--- config.mk ---
export PLATFORM = sky130hd
export DESIGN_NAME = pc_sequencer
export DESIGN_NICKNAME = d
export VERILOG_FILES = /design/src/rtl/pc_seq_pkg.sv /design/src/rtl/return_stack.sv /design/src/rtl/pc_sequencer.sv
export SDC_FILE = /design/constraint.sdc
export NUM_CORES = 1
export LEC_CHECK = 0
export BUFFER_PORTS_ARGS = -buffer_cell sky130_fd_sc_hd__buf_4
export CAP_MARGIN = 20
export CORE_MARGIN = 10
export CORE_UTILIZATION = 52
export CTS_BUF_LIST = sky130_fd_sc_hd__clkbuf_8
export CTS_CLUSTER_SIZE = 28
export DETAILED_ROUTE_END_ITERATION = 10
export HOLD_SLACK_MARGIN = 0.12
export PLACE_DENSITY = 0.82
export RECOVER_POWER = 100
export SYNTH_ARGS = -nofsm -noshare
export SYNTH_HDL_FRONTEND = slang
export SYNTH_HIERARCHICAL = 1
export SYNTH_SLANG_ARGS = --single-unit
--- constraint.sdc ---
create_clock -name clk -period 7.55 [get_ports clk]
set_input_delay 1.51 -clock clk [delete_from_list [all_inputs] [get_ports clk]]
set_output_delay 1.51 -clock clk [all_outputs]
set_load 0.02 [all_outputs]
--- src/rtl/pc_seq_pkg.sv ---
// Shared next-PC mode encoding and branch-condition helper for the PC sequencer and its decoders.
package pc_seq_pkg;

    localparam int unsigned MODE_W = 3;

    localparam logic [MODE_W-1:0] MODE_SEQ   = 3'b000;
    localparam logic [MODE_W-1:0] MODE_BCOND = 3'b001;
    localparam logic [MODE_W-1:0] MODE_JR    = 3'b010;
    localparam logic [MODE_W-1:0] MODE_JMP   = 3'b011;
    localparam logic [MODE_W-1:0] MODE_CALL  = 3'b100;
    localparam logic [MODE_W-1:0] MODE_RET   = 3'b101;

    // Conditional branch is taken when the polarity bit disagrees with the zero flag.
    function automatic logic branch_taken(input logic ps, input logic zero);
        return ps ^ zero;
    endfunction

endpackage

--- src/rtl/return_stack.sv ---
// Circular return-address stack: push overwrites the oldest entry when full, pop on empty is ignored.
module return_stack #(
    parameter int unsigned ADDR_W    = 32,
    parameter int unsigned RAS_DEPTH = 4
) (
    input  logic              clk,
    input  logic              rst,
    input  logic              push,
    input  logic              pop,
    input  logic [ADDR_W-1:0] din,
    output logic [ADDR_W-1:0] dout,
    output logic              empty,
    output logic              full
);

    localparam int unsigned PTR_W = (RAS_DEPTH > 1) ? $clog2(RAS_DEPTH) : 1;
    localparam int unsigned CNT_W = $clog2(RAS_DEPTH + 1);

    logic [ADDR_W-1:0] mem_q [RAS_DEPTH];
    logic [PTR_W-1:0]  ptr_q, ptr_d, ptr_inc, ptr_dec;
    logic [CNT_W-1:0]  cnt_q, cnt_d;
    logic              empty_q, full_q;

    // Write pointer wraps modulo RAS_DEPTH in both directions.
    always_comb begin
        ptr_inc = (ptr_q == PTR_W'(RAS_DEPTH - 1)) ? '0 : ptr_q + PTR_W'(1);
        ptr_dec = (ptr_q == '0) ? PTR_W'(RAS_DEPTH - 1) : ptr_q - PTR_W'(1);
    end

    // Pointer and saturating occupancy update.
    always_comb begin
        ptr_d = ptr_q;
        cnt_d = cnt_q;
        if (push) begin
            ptr_d = ptr_inc;
            if (cnt_q != CNT_W'(RAS_DEPTH)) begin
                cnt_d = cnt_q + CNT_W'(1);
            end
        end else if (pop && (cnt_q != '0)) begin
            ptr_d = ptr_dec;
            cnt_d = cnt_q - CNT_W'(1);
        end
    end

    // Control state, with status flags registered from the post-edge occupancy.
    always_ff @(posedge clk) begin
        if (rst) begin
            ptr_q   <= '0;
            cnt_q   <= '0;
            empty_q <= 1'b1;
            full_q  <= 1'b0;
        end else begin
            ptr_q   <= ptr_d;
            cnt_q   <= cnt_d;
            empty_q <= (cnt_d == '0);
            full_q  <= (cnt_d == CNT_W'(RAS_DEPTH));
        end
    end

    // Entry storage; contents are don't-care after reset so no reset is applied.
    always_ff @(posedge clk) begin
        if (push) begin
            mem_q[ptr_q] <= din;
        end
    end

    assign dout  = mem_q[ptr_dec];
    assign empty = empty_q;
    assign full  = full_q;

endmodule

--- src/rtl/pc_sequencer.sv ---
// Program counter sequencer: combinational next-PC select feeding a registered PC plus return stack.
module pc_sequencer
    import pc_seq_pkg::*;
#(
    parameter int unsigned ADDR_W    = 32,
    parameter int unsigned RAS_DEPTH = 4
) (
    input  logic              clk,
    input  logic              rst,
    input  logic              stall,
    input  logic [2:0]        mode,
    input  logic              PS,
    input  logic              zero,
    input  logic [ADDR_W-1:0] BrA,
    input  logic [ADDR_W-1:0] RAA,
    output logic [ADDR_W-1:0] pc,
    output logic              ras_empty,
    output logic              ras_full,
    output logic              ras_err
);

    logic [ADDR_W-1:0] pc_q, pc_d, pc_inc, ras_dout;
    logic              err_q, err_d;
    logic              is_call, is_ret, push, pop;
    logic              stk_empty, stk_full;

    assign pc_inc = pc_q + ADDR_W'(1);

    // Stack side effects only happen on an unstalled cycle; pop on empty is routed to RAA instead.
    always_comb begin
        is_call = (mode == MODE_CALL);
        is_ret  = (mode == MODE_RET);
        push    = !stall && is_call;
        pop     = !stall && is_ret && !stk_empty;
        err_d   = !stall && is_ret && stk_empty;
    end

    // Next-PC select; reserved encodings fall through to sequential.
    always_comb begin
        pc_d = pc_inc;
        case (mode)
            MODE_SEQ:   pc_d = pc_inc;
            MODE_BCOND: pc_d = branch_taken(PS, zero) ? BrA : pc_inc;
            MODE_JR:    pc_d = RAA;
            MODE_JMP:   pc_d = BrA;
            MODE_CALL:  pc_d = BrA;
            MODE_RET:   pc_d = stk_empty ? RAA : ras_dout;
            default:    pc_d = pc_inc;
        endcase
    end

    // PC and error-pulse registers; reset wins over stall and mode.
    always_ff @(posedge clk) begin
        if (rst) begin
            pc_q  <= '0;
            err_q <= 1'b0;
        end else begin
            if (!stall) begin
                pc_q <= pc_d;
            end
            err_q <= err_d;
        end
    end

    return_stack #(
        .ADDR_W   (ADDR_W),
        .RAS_DEPTH(RAS_DEPTH)
    ) u_ras (
        .clk  (clk),
        .rst  (rst),
        .push (push),
        .pop  (pop),
        .din  (pc_inc),
        .dout (ras_dout),
        .empty(stk_empty),
        .full (stk_full)
    );

    assign pc        = pc_q;
    assign ras_empty = stk_empty;
    assign ras_full  = stk_full;
    assign ras_err   = err_q;

endmodule

## After elaboration in Yosys (flattened, before gate mapping)

Memories as Yosys holds them, arrays and structs flattened.
Cells that the tools add are included.

| storage, ports and cells | value |
|---|---|
| flip-flop bits (word level) | 40 |
| memory bits (writable) | 128 |
| input port bits | 72 |
| output and inout port bits | 35 |
| word-level logic and storage cells | 45 |
| memories kept | 1 |

Memories:

| memory | words | bits a word | rd ports | clocked after memory_dff | write ports | line | RTL |
|---|---|---|---|---|---|---|---|
| u_ras.mem_q | 4 | 32 | 1 | 0 | 1 | return_stack.sv:19 | `logic [ADDR_W-1:0] mem_q [RAS_DEPTH];` |

| operators by class | value |
|---|---|
| $add $sub $neg | 5 |
| equality and inequality tests | 8 |
| mux-type cells | 12 |
| bitwise operators | 1 |
| reductions and logical operators | 12 |

Operator list:

| cell | count |
|---|---|
| 32-bit case mux with 4 select lines | 1 |
| 32-bit 2-to-1 mux | 2 |
| 32-bit by 1-bit adder with 32-bit output, second input constant | 1 |
| 3-bit == test, second input constant | 3 |
| 3-bit 2-to-1 mux | 3 |
| 2-bit 2-to-1 mux | 4 |
| 3-bit by 2-bit == test with 1-bit output, second input constant | 2 |
| 1-bit logical AND | 5 |
| 3-bit by 1-bit adder with 3-bit output, second input constant | 1 |
| 3-bit by 1-bit == test with 1-bit output, second input constant | 1 |
| 3-bit logical NOT | 1 |
| 3-bit inequality test, second input constant | 1 |
| 3-bit nonzero test | 1 |
| 3-bit by 1-bit subtractor with 3-bit output, second input constant | 1 |
| 2-bit by 1-bit adder with 2-bit output, second input constant | 1 |
| 2-bit == test, second input constant | 1 |
| 1-bit logical NOT | 2 |
| 2-bit logical NOT | 1 |
| 1-bit 2-to-1 mux | 2 |
| 2-bit nonzero test | 1 |
| 2-bit OR reduction | 1 |
| 2-bit by 1-bit subtractor with 2-bit output, second input constant | 1 |
| 1-bit bitwise XOR | 1 |

## Logic depth before layout (Yosys ltp)

| logic depth | value |
|---|---|
| word-level depth | 7 |
| mapped depth | 9 |
| gate-level depth less buffers | 7 |

## Cells and area by module

Netlist, hierarchy kept.

By module, submodules not included:

| module | times used | cells an instance | area each (µm²) | seq. area each (µm²) |
|---|---|---|---|---|
| return_stack | 1 | 220 | 5099.9 | 3983.8 |
| pc_sequencer | 1 | 339 | 2682.6 | 660.6 |

## Least setup slack after synthesis

OpenSTA, ideal clock, no wires.

| path | value |
|---|---|
| path type | input-to-reg |
| start point | input stall |
| end point | memory u_ras.mem_q[3][0] (enable) |
| setup time | 0.393 ns |
| arrival time | 3.273 ns |
| required time | 7.157 ns |
| slack | 3.884 ns |
| cell stages on the path | 6 |
| buffers on the path | 4 |
| path through | clkbuf_1 clkbuf_1 clkbuf_1 nor3b_1 buf_6 and2_1 |

| between the ends | value |
|---|---|
| longest elaborated chain between the ends | 4 |

Ends and longest elaborated chain:

| what | line | RTL |
|---|---|---|
| start, declared | pc_sequencer.sv:10 | `input logic stall,` |
| 1-bit logical NOT | - |  |
| 1-bit logical AND | pc_sequencer.sv:33 | `push = !stall && is_call;` |
| via push | pc_sequencer.sv:24 | `logic is_call, is_ret, push, pop;` |
| 1-bit 2-to-1 mux | return_stack.sv:62 | `if (push) begin` |
| 1-bit 2-to-1 mux (not written as such) | return_stack.sv:63 | `mem_q[ptr_q] <= din;` |
| end, declared | return_stack.sv:19 |  |

The timed path passes the listed nets, and every way through them passes these cells.

## Worst setup path after layout

| path | value |
|---|---|
| start point | input stall |
| end point | register u_ras.full_q (netlist: u_ras/full) |

| between the ends | value |
|---|---|
| longest elaborated chain between the ends | 7 |
| elaborated cells between the ends (all ways) | 8 |
| classes of those cells | eq/ne: 1; mux: 2; reduce/logical: 5 |

Ends and longest elaborated chain:

| what | line | RTL |
|---|---|---|
| 1-bit logical NOT | - |  |
| 1-bit logical AND (2 in a row) | pc_sequencer.sv:34 | `pop = !stall && is_ret && !stk_empty;` |
| via pop | pc_sequencer.sv:24 |  |
| 1-bit logical AND | return_stack.sv:39 | `end else if (pop && (cnt_q != '0)) begin` |
| 3-bit 2-to-1 mux | return_stack.sv:39 |  |
| 3-bit 2-to-1 mux | return_stack.sv:34 | `if (push) begin` |
| 3-bit == test | return_stack.sv:56 | `full_q <= (cnt_d == CNT_W'(RAS_DEPTH));` |
| end signal, assigned | return_stack.sv:56 |  |
| end, declared | return_stack.sv:22 | `logic empty_q, full_q;` |

The timed path passes the listed nets, and every way through them passes these cells.
A chain may end at the register's enable or synchronous reset.

==> summary.md <==
| Metric | Value |
|---|---|
| CP startpoint kind | input port |
| Max-slew violations | 209 |
| Setup WS post-layout | 2.07 ns |
| First-pass GRT wire length | 32.9 mm |
| HP Class | flip-flop to flip-flop |
| Global placement routability congestion | 0.833 |
| Maxcap violations | 6 |
| Sequential-to-total area share from yosys stat | 59.7% |
| Multi-input gate area | 0.00285 mm^2 |
| Fmax | 182 MHz |
| Clock Tree Buf Depth | 2 |
| PostCTS Resize Cnt | 0 |
| Clk pin slew, worst setup/hold paths | 0.08 ns |
| CTS Root Cell | clkbuf_8 |
| Post-synth cell types | 65 |
| Leakage power total | 0.00298 uW |
| CTS tree | yes |
| FP Rows | 44 |
| DRT antenna net count | 0 |
| Worst EP required | 7.88 ns |
| Layout Nets | 738 |
| Layout cells sized above 1 | 21.9% |
| Filler Cell Count | 1118 |
| Synth Area per Inst | 13.9 um^2 |
| Tot GR Track Use | 21.1% |
| Total CTS buffers | 17 |
| Final hold violation count | 0 |
| PwrDens | 205 mW/mm^2 |
| Initial antenna violation count | 0 |
| Remaining Overflow, GRT | 0 |
| Minimum clock period | 5.48 ns |
| Ranking of synthesized cells by area | edfxtp_1 (49%), dfxtp_1 (10%), mux4_2 (9.5%) |
| Worst-Margin Slew | 2.51 ns |
| Setup violators final | 0 |
| Largest net degree at the start of global routing | 52 |
| Layout Skew | 0.0139 ns |
| Via density per instance | 6.56 |
| I/O pin cnt | 107 |
| Yosys warns | 6 |
| Final setup TNS | 0 ns |
| CTS HTree Levels | 4 |
| WP data arrival | 5.81 ns |
| Cells after synthesis | 559 |
| Die Span Y | 142 um |
| Sequential cell area | 0.00465 mm^2 |
| WS Path Type | input port to flip-flop |
| Area leader, netlist | edfxtp_1 |
| Met2 Use GR | 35.0% |
| Core Area | 0.0146 mm^2 |
| DR vias | 5607 |
| EDFF count, synth | 128 |
| DR DRC count | 0 |
| Post-route clock period utilization | 72.6% |
| Ys flop type | edfxtp_1 |
| Crit Path Max Fanout | 51 |
| Clock sinks | 168 |
| Status | complete, but fails checks |
| Die area | 0.0203 mm^2 |
| Clock Latency Late Sink | 0.45 ns |
| WL final | 21.3 mm |
| Max_slew headroom | -67.6% |
| Top post-synthesis cells by count | edfxtp_1 (128), dfxtp_1 (40), mux4_2 (33), a221o_1 (30) |
| Cts hold-fix bufs | 0 |
| Yosys top cell area share | 49.4% |
| Iteration-0 DRC Markers | 771 |
| Drt first pass iters | 6 |
| Initial Utilization | 53.3% |
| Synthesized Nets | 639 |
| Drt wl/cell | 24.9 um |
| Most common cell in the netlist | edfxtp_1 |
| Die width | 142 um |
| Inserted Diodes | 0 |
| Syn-to-layout area delta | 14.2% |
| GR Layer Usage met3 | 4.94% |
| Setup Buffers After CTS | 0 |
| RSZ-0062 raised after global routing | false |
| Vias in the first global route | 5785 |
| FF+latch count, synth | 168 |
| CP endpoint kind | flip-flop |
| Pre-CTS setup slack | 3.68 ns |
| Failing checks | capacitance limit, slew limit |
| HPWL after DPL | 14.1 mm |
| Min Hold Slack | 0.566 ns |
| GRT Max-Usage Layer | met2 |
| VDD IR max | 0.000150 V |
| Async set-or-reset flop fraction in the synthesized netlist | 0% |
| Cell Area, Synth | 0.00778 mm^2 |
| Met1 usage | 26.7% |
| Number of port buffers | 106 |
==> flip-flops by register name, summed over array words and instances (netlist names) <==
name / cells
pc: 32
ras_err: 1
u_ras/cnt_q: 3
u_ras/empty: 1
u_ras/full: 1
u_ras/mem_q: 128
u_ras/ptr_q: 2
==> cell usage in the layout, fill, tap and decap left out, drive strengths merged, types with 2 or more instances in the layout <==
cell type  instances
edfxtp           128
buf               75
clkbuf            61
dfxtp             40
mux4              33
a221o             30
o21ai             27
inv               26
nor2              25
a221oi            20
nand2             18
nand3             17
xnor2             16
xor2              13
a21oi             13
nor3              11
and2              10
nor4               9
a21boi             8
ha                 8
nand4              8
a211oi             6
mux2i              6
clkinv             6
or2                5
a2111oi            5
or4                4
o221ai             4
o22ai              4
and4               3
or3                3
nor2b              3
o31ai              3
a22oi              2
a31oi              2
clkinvlp           2
a311o              2
==> area by class of cell <==
type / instances / area share, %
well taps: 184 / 2.59
flip-flops and latches: 168 / 52.3
clock buffers: 17 / 2.63
inverters: 20 / 0.873
multi-input cells: 332 / 32.1
clock inverters: 15 / 1.28
repair buffers: 119 / 8.28
==> cells by family (layout without fill, tap and decap cells) <==
group	count (synthesis)	in the layout	share of synthesized area [%]
flip-flops	168	168	59.7
buffers and inverters	59	171	3.30
adder cells (fa/ha/maj)	8	8	1.29
AND/OR/NAND/NOR	120	120	8.62
XOR/XNOR	29	29	3.26
multiplexers	39	39	10.3
AO/OA/AOI/OAI	136	136	13.5
==> where the power goes <==
part | internal [uW] | switching, uW | total, uW
Clock | 255 | 316 | 571
Combinational | 80.9 | 119 | 200
Sequential | 1020 | 29.6 | 1050
Total | 1360 | 464 | 1820
==> critical path: stages <==
cell and delay [ns]:
clkbuf_1 1.76, inv_1 1.25, and2_0 0.46, nand2_1 0.11, nor2_1 0.05, mux4_2 0.49, nor4b_2 0.18
==> metal layers <==
| layer | routed length, um | vias up |
|---|---|---|
| met5 | 0 | - |
| met4 | 365 | 0 |
| met3 | 1990 | 42 |
| met2 | 10700 | 357 |
| met1 | 8220 | 2759 |
| li1 | - | 2449 |
==> path summary, 6_finish.rpt <==
| kind | slack, ns | endpoint | cells past startpoint | startpoint |
|---|---|---|---|---|
| hold reg to reg | 0.57 | pc[30] | 2 | pc[30] |
| setup / recovery | 2.07 | u_ras/full | 7 | stall |
| setup reg to reg | 2.96 | pc[10] | 8 | u_ras/ptr_q[0] |
| hold / removal | 0.57 | pc[30] | 2 | pc[30] |
==> through the flow <==
step / total power, uW / area (um^2) / util (%) / std cells
global placement: 1270 / 8710 / 59.7 / 821
finish: 1820 / 8890 / 60.9 / 855
detailed placement: 1280 / 8710 / 59.7 / 821
floorplan: 1180 / 7780 / - / 559
global route: 1890 / 8890 / 60.9 / 855
CTS: 1830 / 9060 / 62.1 / 853
(Power assumes the default switching activity.)
